<file path="config.mk">
export PLATFORM = sky130hd
export DESIGN_NAME = pipeline_ctrl_flat
export DESIGN_NICKNAME = d
export VERILOG_FILES = /design/src/rtl/pipeline_ctrl_pkg.sv /design/src/rtl/pipeline_ctrl_if.sv /design/src/rtl/pipeline_ctrl_hazard_detect.sv /design/src/rtl/pipeline_ctrl.sv /design/src/flat_wrapper.sv
export SDC_FILE = /design/constraint.sdc
export NUM_CORES = 1
export LEC_CHECK = 0
export ABC_AREA = 1
export CORE_ASPECT_RATIO = 1.2
export CORE_MARGIN = 4
export CORE_UTILIZATION = 45
export CTS_CLUSTER_DIAMETER = 100
export DETAILED_ROUTE_END_ITERATION = 8
export PLACE_DENSITY = 0.72
export SYNTH_ARGS = -nofsm -noshare
export SYNTH_HDL_FRONTEND = slang
export SYNTH_SLANG_ARGS = --single-unit
</file>
<file path="constraint.sdc">
create_clock -name Clk -period 1.8 [get_ports Clk]
set_input_delay 0.27 -clock Clk [delete_from_list [all_inputs] [get_ports Clk]]
set_output_delay 0.27 -clock Clk [all_outputs]
set_load 0.01 [all_outputs]
</file>
<file path="src/rtl/pipeline_ctrl_pkg.sv">
// rtl/pipeline_ctrl_pkg.sv - shared types and widths for the pipeline stall/flush controller
package pipeline_ctrl_pkg;

  localparam int CNT_W = 32;
  localparam int REG_W = 5;

  typedef enum logic {
    RUN      = 1'b0,
    MEM_WAIT = 1'b1
  } state_t;

endpackage

</file>
<file path="src/rtl/pipeline_ctrl_if.sv">
// rtl/pipeline_ctrl_if.sv - hazard inputs and stall/flush/status outputs of the pipeline controller
interface pipeline_ctrl_if;
  import pipeline_ctrl_pkg::*;

  logic [REG_W-1:0] id_rs1;
  logic [REG_W-1:0] id_rs2;
  logic             id_use_rs1;
  logic             id_use_rs2;
  logic [REG_W-1:0] ex_rd;
  logic             ex_mem_read;
  logic             ex_redirect;
  logic             mem_req;
  logic             mem_ack;

  logic             stall_pc;
  logic             stall_ifid;
  logic             stall_idex;
  logic             stall_exmem;
  logic             flush_ifid;
  logic             flush_idex;
  logic             flush_memwb;
  logic             mem_err;
  logic [CNT_W-1:0] stall_cnt;
  logic [CNT_W-1:0] flush_cnt;

  // Pipeline side: presents hazard sources, consumes control
  modport master (
    output id_rs1, id_rs2, id_use_rs1, id_use_rs2, ex_rd, ex_mem_read,
           ex_redirect, mem_req, mem_ack,
    input  stall_pc, stall_ifid, stall_idex, stall_exmem, flush_ifid,
           flush_idex, flush_memwb, mem_err, stall_cnt, flush_cnt
  );

  // Controller side
  modport slave (
    input  id_rs1, id_rs2, id_use_rs1, id_use_rs2, ex_rd, ex_mem_read,
           ex_redirect, mem_req, mem_ack,
    output stall_pc, stall_ifid, stall_idex, stall_exmem, flush_ifid,
           flush_idex, flush_memwb, mem_err, stall_cnt, flush_cnt
  );

endinterface

</file>
<file path="src/rtl/pipeline_ctrl_hazard_detect.sv">
// rtl/pipeline_ctrl_hazard_detect.sv - combinational load-use hazard detection between ID and EX
module hazard_detect
  import pipeline_ctrl_pkg::*;
(
  input  logic [REG_W-1:0] id_rs1_i,
  input  logic [REG_W-1:0] id_rs2_i,
  input  logic             id_use_rs1_i,
  input  logic             id_use_rs2_i,
  input  logic [REG_W-1:0] ex_rd_i,
  input  logic             ex_mem_read_i,
  output logic             lu_o
);

  logic hit_rs1;
  logic hit_rs2;

  // x0 is hardwired zero, so a load targeting it never creates a dependency
  always_comb begin
    hit_rs1 = id_use_rs1_i && (id_rs1_i == ex_rd_i);
    hit_rs2 = id_use_rs2_i && (id_rs2_i == ex_rd_i);
    lu_o    = ex_mem_read_i && (ex_rd_i != '0) && (hit_rs1 || hit_rs2);
  end

endmodule

</file>
<file path="src/rtl/pipeline_ctrl.sv">
// rtl/pipeline_ctrl.sv - central stall/flush controller with memory-wait FSM, timeout and perf counters
module pipeline_ctrl
  import pipeline_ctrl_pkg::*;
#(
  parameter int WAIT_MAX = 255
) (
  input  logic        Clk,
  input  logic        Rst_n,
  pipeline_ctrl_if.slave ctl_if
);

  localparam int TMO_W = (WAIT_MAX < 2) ? 1 : $clog2(WAIT_MAX + 1);
  localparam logic [TMO_W-1:0] WAIT_MAX_C = TMO_W'(WAIT_MAX);

  state_t           state_q, state_d;
  logic [TMO_W-1:0] tmo_q, tmo_d;
  logic             err_q, err_d;
  logic [CNT_W-1:0] stall_cnt_q, stall_cnt_d;
  logic [CNT_W-1:0] flush_cnt_q, flush_cnt_d;

  logic lu;
  logic memstall;
  logic stall_pc, stall_ifid, stall_idex, stall_exmem;
  logic flush_ifid, flush_idex, flush_memwb;

  hazard_detect u_hazard_detect (
    .id_rs1_i      (ctl_if.id_rs1),
    .id_rs2_i      (ctl_if.id_rs2),
    .id_use_rs1_i  (ctl_if.id_use_rs1),
    .id_use_rs2_i  (ctl_if.id_use_rs2),
    .ex_rd_i       (ctl_if.ex_rd),
    .ex_mem_read_i (ctl_if.ex_mem_read),
    .lu_o          (lu)
  );

  // Priority mux: memory freeze beats redirect beats load-use; all quiet in reset
  always_comb begin
    memstall    = ctl_if.mem_req && !ctl_if.mem_ack;
    stall_pc    = 1'b0;
    stall_ifid  = 1'b0;
    stall_idex  = 1'b0;
    stall_exmem = 1'b0;
    flush_ifid  = 1'b0;
    flush_idex  = 1'b0;
    flush_memwb = 1'b0;
    if (Rst_n) begin
      if (memstall) begin
        // EX and ID re-present next cycle, so their requests are deferred
        stall_pc    = 1'b1;
        stall_ifid  = 1'b1;
        stall_idex  = 1'b1;
        stall_exmem = 1'b1;
        flush_memwb = 1'b1;
      end else if (ctl_if.ex_redirect) begin
        // ID instruction is wrong-path, so its load-use hazard is moot
        flush_ifid  = 1'b1;
        flush_idex  = 1'b1;
      end else if (lu) begin
        stall_pc    = 1'b1;
        stall_ifid  = 1'b1;
        flush_idex  = 1'b1;
      end
    end
  end

  // Next-state for the memory-wait FSM, timeout counter, sticky error and perf counters
  always_comb begin
    state_d     = state_q;
    tmo_d       = tmo_q;
    err_d       = err_q;
    stall_cnt_d = stall_cnt_q + CNT_W'(stall_pc);
    flush_cnt_d = flush_cnt_q + CNT_W'(flush_ifid);
    case (state_q)
      RUN: begin
        if (memstall) begin
          state_d = MEM_WAIT;
          tmo_d   = TMO_W'(1);
        end
      end
      MEM_WAIT: begin
        if (ctl_if.mem_ack) begin
          state_d = RUN;
          tmo_d   = '0;
        end else if (tmo_q == WAIT_MAX_C) begin
          // Drop back to RUN; a still-pending request re-arms the wait next cycle
          err_d   = 1'b1;
          state_d = RUN;
          tmo_d   = '0;
        end else begin
          tmo_d   = tmo_q + TMO_W'(1);
        end
      end
      default: begin
        state_d = RUN;
        tmo_d   = '0;
      end
    endcase
  end

  // State and counter registers
  always_ff @(posedge Clk or negedge Rst_n) begin
    if (!Rst_n) begin
      state_q     <= RUN;
      tmo_q       <= '0;
      err_q       <= 1'b0;
      stall_cnt_q <= '0;
      flush_cnt_q <= '0;
    end else begin
      state_q     <= state_d;
      tmo_q       <= tmo_d;
      err_q       <= err_d;
      stall_cnt_q <= stall_cnt_d;
      flush_cnt_q <= flush_cnt_d;
    end
  end

  assign ctl_if.stall_pc    = stall_pc;
  assign ctl_if.stall_ifid  = stall_ifid;
  assign ctl_if.stall_idex  = stall_idex;
  assign ctl_if.stall_exmem = stall_exmem;
  assign ctl_if.flush_ifid  = flush_ifid;
  assign ctl_if.flush_idex  = flush_idex;
  assign ctl_if.flush_memwb = flush_memwb;
  assign ctl_if.mem_err     = err_q;
  assign ctl_if.stall_cnt   = stall_cnt_q;
  assign ctl_if.flush_cnt   = flush_cnt_q;

endmodule
</file>
<file path="src/flat_wrapper.sv">
// flat-port wrapper written by rule: the top's interface ports become plain ports
module pipeline_ctrl_flat import pipeline_ctrl_pkg::*;
#(
  parameter int WAIT_MAX = 255
)
  (Clk, Rst_n, ctl_if_id_rs1, ctl_if_id_rs2, ctl_if_id_use_rs1, ctl_if_id_use_rs2, ctl_if_ex_rd, ctl_if_ex_mem_read, ctl_if_ex_redirect, ctl_if_mem_req, ctl_if_mem_ack, ctl_if_stall_pc, ctl_if_stall_ifid, ctl_if_stall_idex, ctl_if_stall_exmem, ctl_if_flush_ifid, ctl_if_flush_idex, ctl_if_flush_memwb, ctl_if_mem_err, ctl_if_stall_cnt, ctl_if_flush_cnt);
  pipeline_ctrl_if ctl_if_i ();
  input  logic Clk;
  input  logic Rst_n;
  input wire logic [$bits(ctl_if_i.id_rs1)-1:0] ctl_if_id_rs1;
  input wire logic [$bits(ctl_if_i.id_rs2)-1:0] ctl_if_id_rs2;
  input wire logic [$bits(ctl_if_i.id_use_rs1)-1:0] ctl_if_id_use_rs1;
  input wire logic [$bits(ctl_if_i.id_use_rs2)-1:0] ctl_if_id_use_rs2;
  input wire logic [$bits(ctl_if_i.ex_rd)-1:0] ctl_if_ex_rd;
  input wire logic [$bits(ctl_if_i.ex_mem_read)-1:0] ctl_if_ex_mem_read;
  input wire logic [$bits(ctl_if_i.ex_redirect)-1:0] ctl_if_ex_redirect;
  input wire logic [$bits(ctl_if_i.mem_req)-1:0] ctl_if_mem_req;
  input wire logic [$bits(ctl_if_i.mem_ack)-1:0] ctl_if_mem_ack;
  output wire logic [$bits(ctl_if_i.stall_pc)-1:0] ctl_if_stall_pc;
  output wire logic [$bits(ctl_if_i.stall_ifid)-1:0] ctl_if_stall_ifid;
  output wire logic [$bits(ctl_if_i.stall_idex)-1:0] ctl_if_stall_idex;
  output wire logic [$bits(ctl_if_i.stall_exmem)-1:0] ctl_if_stall_exmem;
  output wire logic [$bits(ctl_if_i.flush_ifid)-1:0] ctl_if_flush_ifid;
  output wire logic [$bits(ctl_if_i.flush_idex)-1:0] ctl_if_flush_idex;
  output wire logic [$bits(ctl_if_i.flush_memwb)-1:0] ctl_if_flush_memwb;
  output wire logic [$bits(ctl_if_i.mem_err)-1:0] ctl_if_mem_err;
  output wire logic [$bits(ctl_if_i.stall_cnt)-1:0] ctl_if_stall_cnt;
  output wire logic [$bits(ctl_if_i.flush_cnt)-1:0] ctl_if_flush_cnt;
  assign ctl_if_i.id_rs1 = ctl_if_id_rs1;
  assign ctl_if_i.id_rs2 = ctl_if_id_rs2;
  assign ctl_if_i.id_use_rs1 = ctl_if_id_use_rs1;
  assign ctl_if_i.id_use_rs2 = ctl_if_id_use_rs2;
  assign ctl_if_i.ex_rd = ctl_if_ex_rd;
  assign ctl_if_i.ex_mem_read = ctl_if_ex_mem_read;
  assign ctl_if_i.ex_redirect = ctl_if_ex_redirect;
  assign ctl_if_i.mem_req = ctl_if_mem_req;
  assign ctl_if_i.mem_ack = ctl_if_mem_ack;
  assign ctl_if_stall_pc = ctl_if_i.stall_pc;
  assign ctl_if_stall_ifid = ctl_if_i.stall_ifid;
  assign ctl_if_stall_idex = ctl_if_i.stall_idex;
  assign ctl_if_stall_exmem = ctl_if_i.stall_exmem;
  assign ctl_if_flush_ifid = ctl_if_i.flush_ifid;
  assign ctl_if_flush_idex = ctl_if_i.flush_idex;
  assign ctl_if_flush_memwb = ctl_if_i.flush_memwb;
  assign ctl_if_mem_err = ctl_if_i.mem_err;
  assign ctl_if_stall_cnt = ctl_if_i.stall_cnt;
  assign ctl_if_flush_cnt = ctl_if_i.flush_cnt;
  pipeline_ctrl #(.WAIT_MAX(WAIT_MAX)) u_core (.Clk(Clk), .Rst_n(Rst_n), .ctl_if(ctl_if_i));
endmodule
</file>
==> results of run 1 <==
[repair_timing]
item | CTS | global route
endpoints found under the setup margin | 58 | 42
hold buffers | 1 | 0
endpoints found under the hold margin | 20 | 0
buffers inserted | 11 | 8
pin swaps | 27 | 28
resized for setup | 61 | 36
[state kept, by name, summed over array words and instances, names as in the netlist]
signal / cells
u_core.ctl_if.mem_err: 1
u_core.ctl_if.stall_cnt: 32
u_core.ctl_if.flush_cnt: 32
u_core.state_q: 1
u_core.tmo_q: 8
[area by class of cell]
type	count	area share, %
Timing Repair Buffer	142	20.1
Inverter	71	4.38
Sequential cell	74	30.4
Clock buffer	11	4.15
Clock inverter	5	0.863
Tap cell	123	2.53
Multi-Input combinational cell	433	37.6
[power breakdown]
| group | internal (mW) | switching (mW) | leakage [nW] |
|---|---|---|---|
| Clock | 1.14 | 0.687 | 0.151 |
| Sequential | 1.81 | 0.210 | 0.984 |
| Combinational | 0.450 | 0.396 | 1.75 |
[cell families after synthesis]
| logic type | after synthesis | synth area share, % |
|---|---|---|
| compound gates | 15 | 1.99 |
| xor+xnor | 34 | 6.86 |
| fa+ha+maj | 5 | 1.44 |
| buf+inv | 74 | 6.66 |
| flops | 74 | 42.7 |
| simple gates | 379 | 40.4 |
[routing by layer]
| layer | vias up | GRT usage [%] | wire length (microns) |
|---|---|---|---|
| met4 | 0 | 8.96 | 312 |
| met1 | 1991 | 25.7 | 4900 |
| met2 | 118 | 36.4 | 5860 |
| met5 | - | 0 | 0 |
| met3 | 25 | 3.91 | 591 |
| li1 | 2108 | - | - |
[metrics by stage]
stage          power, mW  instance area (sq um)  worst slack, ps  hold WS (ps)  TNS [ps]
4_1_cts             4.72                   6030            0.345           468         0
6_report            4.70                   6090             53.4           375         0
3_5_place_dp        2.88                   5660             -702           318    -31130
3_3_place_gp        2.85                   5660             -624           327    -27490
2_1_floorplan       2.37                   4380            -47.4         -25.6     -47.4
5_1_grt             4.91                   6090            -44.5           397      -146
[worst max-delay path: cells and delay by family]
family | cells | cell delay (ps)
adder cells (fa/ha/maj) | 1 | 180
AO/OA/AOI/OAI | 1 | 160
buffers and inverters | 5 | 630
AND/OR/NAND/NOR | 6 | 730
[how the worst max path moves through the flow]
stage                                  end  cells after the start
2_1_floorplan  u_core.ctl_if.stall_cnt[18]                     17
3_3_place_gp   u_core.ctl_if.stall_cnt[18]                     18
3_5_place_dp   u_core.ctl_if.stall_cnt[18]                     18
4_1_cts        u_core.ctl_if.stall_cnt[18]                     13
5_1_grt        u_core.ctl_if.stall_cnt[18]                     18
6_report       u_core.ctl_if.flush_cnt[27]                     13
[placed cells by master (no fill, tap or decap), types with 2 or more instances in the layout]
cell	instances
nand3b_1	19
o22ai_1	3
nand2_2	8
xnor2_1	8
nor3_1	12
nand3_1	19
o21ai_1	5
inv_1	57
clkinv_2	3
inv_2	13
buf_2	5
clkbuf_16	9
ha_2	2
nand3_2	2
nand3_4	3
nor2_1	72
dfrtp_1	74
nor2_4	8
clkbuf_8	2
clkdlybuf4s50_1	65
dlymetal6s2s_1	2
a21oi_1	3
nand2_4	2
buf_4	48
xor2_1	26
nand4_1	12
nor2_2	8
ha_4	2
buf_6	3
nand2_1	205
clkbuf_2	11
nor3_2	6
dlygate4sd2_1	7
nor3_4	2
==> flow_metrics.env, run 1 <==
export IMPL_drt_wl_total_microns=11700
export IMPL_start_util_pct=45.8
export IMPL_die_y_microns=116
export IMPL_hp_class="in2reg"
export IMPL_synth_area_sq_mm=0.00434
export IMPL_rsz0062_at_grt="yes"
export IMPL_critPathKind="in2reg"
export IMPL_place_gp_congestion=0.871
export IMPL_wl_per_cell_microns=13.6
export IMPL_clkSinkCount=74
export IMPL_fin_worst_skew_ps=13.5
export IMPL_drc=0
export IMPL_whs_path_depth=5
export IMPL_ios=95
export IMPL_reg2reg_depth=9
export IMPL_rr_endpoint="u_core.ctl_if.flush_cnt[27]"
export IMPL_p_leak_nw=2.88
export IMPL_layout_min_cycle_time_ps=1750
export IMPL_ys_async_sr_fraction_pct=100
export IMPL_ys_ff_latch=74
export IMPL_area_growth_pct=40.4
export IMPL_worstPathRequired_ps=2010
export IMPL_synthTopCellsByArea="dfrtp_1 43%, nand2_1 18%, nor2_1 6.6%"
export IMPL_status="finished clean"
export IMPL_grt_usage_pct=21.0
export IMPL_viasPerCell=4.94
export IMPL_cp_startpoint="ctl_if_mem_req"
export IMPL_drtIter0Drc=268
export IMPL_via_count=4242
export IMPL_grt_overflow_total=0
export IMPL_synth_edf_count=0
export IMPL_crit_fanout=5
export IMPL_worstPathArrival_ps=1960
export IMPL_crit_chain="dlygate4sd2_1 > a21oi_2 > nand2_1 > inv_2 > ha_2 > buf_4 > inv_1 > nor3_4 > inv_1 > nor2_2 > nand2_1 > nand2_1 > nand2_1"
export IMPL_antenna_found_initial=0
export IMPL_seqCellArea_sq_mm=0.00185
export IMPL_ir_worst_vdd_mv=0.627
export IMPL_grt_pass1_vias=4149
export IMPL_ant_nets=0
export IMPL_synth_largest_area_cell="dfrtp_1"
export IMPL_worstHoldStart="ctl_if_mem_ack"
export IMPL_power_density_mw_per_mm2=771
export IMPL_reg2reg_slack_ps=220
export IMPL_multi_input_area_sq_mm=0.00229
export IMPL_num_rows=39
export IMPL_drive_gt1_share_pct=19.3
export IMPL_grt_max_degree=55
export IMPL_cts_made_buffers=9
export IMPL_cpPeakStageDelay_ps=280
export IMPL_cts_root_buffer="clkbuf_16"
export IMPL_numPortBuffers=94
export IMPL_fp_dieArea_sq_mm=0.0113
export IMPL_clk_pin_slew_worst_paths_ps=50
export IMPL_setup_violations_final=0
export IMPL_cts_tree="yes"
export IMPL_worst_pin_slew_ps=698
export IMPL_layout_nets=759
export IMPL_end_kind="flop"
export IMPL_start_kind="primary input"
export IMPL_avgSynthCellArea_sq_um=7.47
export IMPL_synth_nets=609
export IMPL_grt_pass1_wl_microns=19000
export IMPL_ys_types=29
export IMPL_reg2reg_from="u_core.ctl_if.flush_cnt[0]"
export IMPL_cts_buffer_depth=2
export IMPL_maxCapViolCount=0
export IMPL_synth_top_cell_area_share_pct=42.7
export IMPL_synthCells=581
export IMPL_placed_cells=823
export IMPL_synth_most_common_cell="nand2_1"
export IMPL_antenna_cells=0
export IMPL_hold_viol=0
export IMPL_die_w_microns=97.6
export IMPL_max_slew_margin_pct=53.4
export IMPL_fp_coreArea_sq_mm=0.00947
export IMPL_fill_cells=825
export IMPL_final_cells=859
export IMPL_ys_seq_area_share_pct=42.7
export IMPL_synthFlopType="dfrtp_1"
export IMPL_hpwl_microns=8790
export IMPL_max_freq_ghz=0.573
export IMPL_yosys_warnings=0
export IMPL_period_share_pct=97.0
export IMPL_min_to="u_core.tmo_q[0]"
export IMPL_clk_latency_ps=340
export IMPL_synth_commonest_cells="211 x nand2_1, 76 x nor2_1, 74 x dfrtp_1"
export IMPL_h_tree_depth=3
export IMPL_final_core_util_pct=64.3
export IMPL_cp_common_cell="nand2_1"
export IMPL_finalMaxSlewViolations=0
export IMPL_cp_slowest_cell="nor3_4"
export IMPL_drt_pass1_iter_count=4
Note: power is estimated with default switching activity, not from simulation.
==> run 2, diff against run 1 <==
--- a/config.mk
+++ b/config.mk
@@ -8,10 +8,11 @@
 export ABC_AREA = 1
 export CORE_ASPECT_RATIO = 1.2
 export CORE_MARGIN = 4
-export CORE_UTILIZATION = 45
+export CORE_UTILIZATION = 51
 export CTS_CLUSTER_DIAMETER = 100
 export DETAILED_ROUTE_END_ITERATION = 8
-export PLACE_DENSITY = 0.72
+export MAX_ROUTING_LAYER = met4
+export PLACE_DENSITY = 0.8
 export SYNTH_ARGS = -nofsm -noshare
 export SYNTH_HDL_FRONTEND = slang
 export SYNTH_SLANG_ARGS = --single-unit
==> flow_metrics.env, run 2 (same netlist as run 1, synthesis figures left out) <==
export IMPL_status="finished clean"
export IMPL_grt_pass1_vias=4272
export IMPL_ir_worst_vdd_mv=0.595
export IMPL_drive_gt1_share_pct=17.2
export IMPL_hpwl_microns=9180
export IMPL_maxCapViolCount=0
export IMPL_worstSetupPathDepth=1
export IMPL_reg2reg_depth=8
export IMPL_fin_ws_ps=89.8
export IMPL_viasPerCell=5.07
export IMPL_worstPathArrival_ps=1440
export IMPL_clk_latency_ps=350
export IMPL_rsz0062_at_grt="no"
export IMPL_die_w_microns=92.2
export IMPL_h_tree_depth=3
export IMPL_setup_violations_final=0
export IMPL_cts_buffer_depth=2
export IMPL_period_share_pct=95.0
export IMPL_crit_chain="clkdlybuf4s50_1"
export IMPL_wl_per_cell_microns=14.2
export IMPL_grt_overflow_total=0
export IMPL_worstPathRequired_ps=1530
export IMPL_power_density_mw_per_mm2=750
export IMPL_grt_max_degree=41
export IMPL_cts_tree="yes"
export IMPL_p_leak_nw=2.81
export IMPL_drc=0
export IMPL_drt_wl_total_microns=11900
export IMPL_start_kind="flop"
export IMPL_fp_coreArea_sq_mm=0.00820
export IMPL_drtIter0Drc=249
export IMPL_most_common_layout_cells="206 x nand2_1, 74 x dfrtp_1, 73 x nor2_1"
export IMPL_clkSinkCount=74
export IMPL_max_freq_ghz=0.585
export IMPL_clk_pin_slew_worst_paths_ps=90
export IMPL_die_y_microns=109
export IMPL_antenna_cells=0
export IMPL_fp_dieArea_sq_mm=0.0101
export IMPL_cp_slowest_cell="clkdlybuf4s50_1"
export IMPL_crit_fanout=5
export IMPL_worst_path_buf_inv=1
export IMPL_num_rows=36
export IMPL_max_slew_margin_pct=66.8
export IMPL_place_gp_congestion=0.981
export IMPL_cpPeakStageDelay_ps=590
export IMPL_drt_pass1_iter_count=5
export IMPL_cp_top_family="buffers and inverters"
export IMPL_critPathKind="reg2out"
export IMPL_cts_made_buffers=9
export IMPL_grt_pass1_wl_microns=19800
export IMPL_ant_nets=0
export IMPL_cts_root_buffer="clkbuf_8"
export IMPL_worst_pin_slew_ps=498
export IMPL_hold_viol=0
export IMPL_antenna_found_initial=0
export IMPL_end_kind="output port"
export IMPL_grt_usage_pct=25.6
export IMPL_fin_worst_skew_ps=12.6
export IMPL_power_mw=4.46
export IMPL_start_util_pct=52.9
export IMPL_numPortBuffers=94
export IMPL_final_common_cell="nand2_1"
export IMPL_holdBufCountCts=0
export IMPL_layout_min_cycle_time_ps=1710
export IMPL_ios=95
export IMPL_hp_class="in2async"
export IMPL_finalMaxSlewViolations=0
export IMPL_place_ws_ps=-667
export IMPL_area_growth_pct=37.2
export IMPL_layout_nets=744
export IMPL_via_count=4234
## run 2: final timing paths
| path | start | endpoint | slack [ps] |
|---|---|---|---|
| min in group Clk | ctl_if_ex_redirect | u_core.ctl_if.flush_cnt[0] | 360 |
| max in group asynchronous | Rst_n | u_core.ctl_if.stall_cnt[22] | 930 |
| min | Rst_n | u_core.tmo_q[7] | 20 |
| max reg2reg | u_core.tmo_q[0] | u_core.state_q | 240 |
| min reg2reg | u_core.state_q | u_core.tmo_q[0] | 480 |
| max | u_core.ctl_if.stall_cnt[2] | ctl_if_stall_cnt[2] | 90 |
## run 2: area by class of cell
class | count | area, sq um
timing repair buffer | 127 | 1140
clock buffer | 10 | 138
inverter | 71 | 272
fill | 656 | 2250
multi-input combinational | 433 | 2290
tap | 114 | 143
clock inverter | 6 | 113
sequential | 74 | 1850
## run 2: where the power goes
group | total (mW) | switching [mW] | internal, mW
clock | 1.60 | 0.636 | 0.964
sequential | 2.02 | 0.214 | 1.81
combinational | 0.841 | 0.401 | 0.440
## run 2: layer usage
layer / wire length, microns / track usage (%) / part of all wire (%) / up-vias
li1: - / - / - / 2083
met1: 4770 / 30.1 / 40 / 1995
met2: 6200 / 44.2 / 52 / 126
met3: 612 / 3.86 / 5.1 / 30
met4: 303 / 10.3 / 2.5 / 0
met5: 0 / - / 0 / -
## run 2: worst reg2reg max path: cells and delay by family, from the launching register on
kind	cells	cell delay, ps
compound gates	1	100
fa+ha+maj	1	190
flops	1	400
simple gates	6	760
## run 2: timing repair
item                                    in CTS  in global routing
buffers inserted                             3                  3
gates resized for setup                     42                 59
cloned                                       0                  0
endpoints found under the setup margin      55                 30
pin swaps                                   18                 31
## run 2: metrics by stage
stage               TNS (ps)  instances  area [sq um]  hold slack (ps)  utilization (%)
detailed placement    -30380        813          5640              410             68.8
floorplan              -47.4        581          4380            -25.6                -
global placement      -26930        813          5640              417             68.8
CTS                        0        832          5910             32.6             72.1
global route               0        835          5950             49.6             72.6
finish                     0        835          5950             24.9             72.6
==> run 3, diff against run 2 <==
--- a/config.mk
+++ b/config.mk
@@ -6,6 +6,7 @@
 export NUM_CORES = 1
 export LEC_CHECK = 0
 export ABC_AREA = 1
+export ABC_CLOCK_PERIOD_IN_PS = 1800
 export CORE_ASPECT_RATIO = 1.2
 export CORE_MARGIN = 4
 export CORE_UTILIZATION = 51
==> results of run 3 <==
No change in the layout: final DEF, timing and power equal those of run 2.
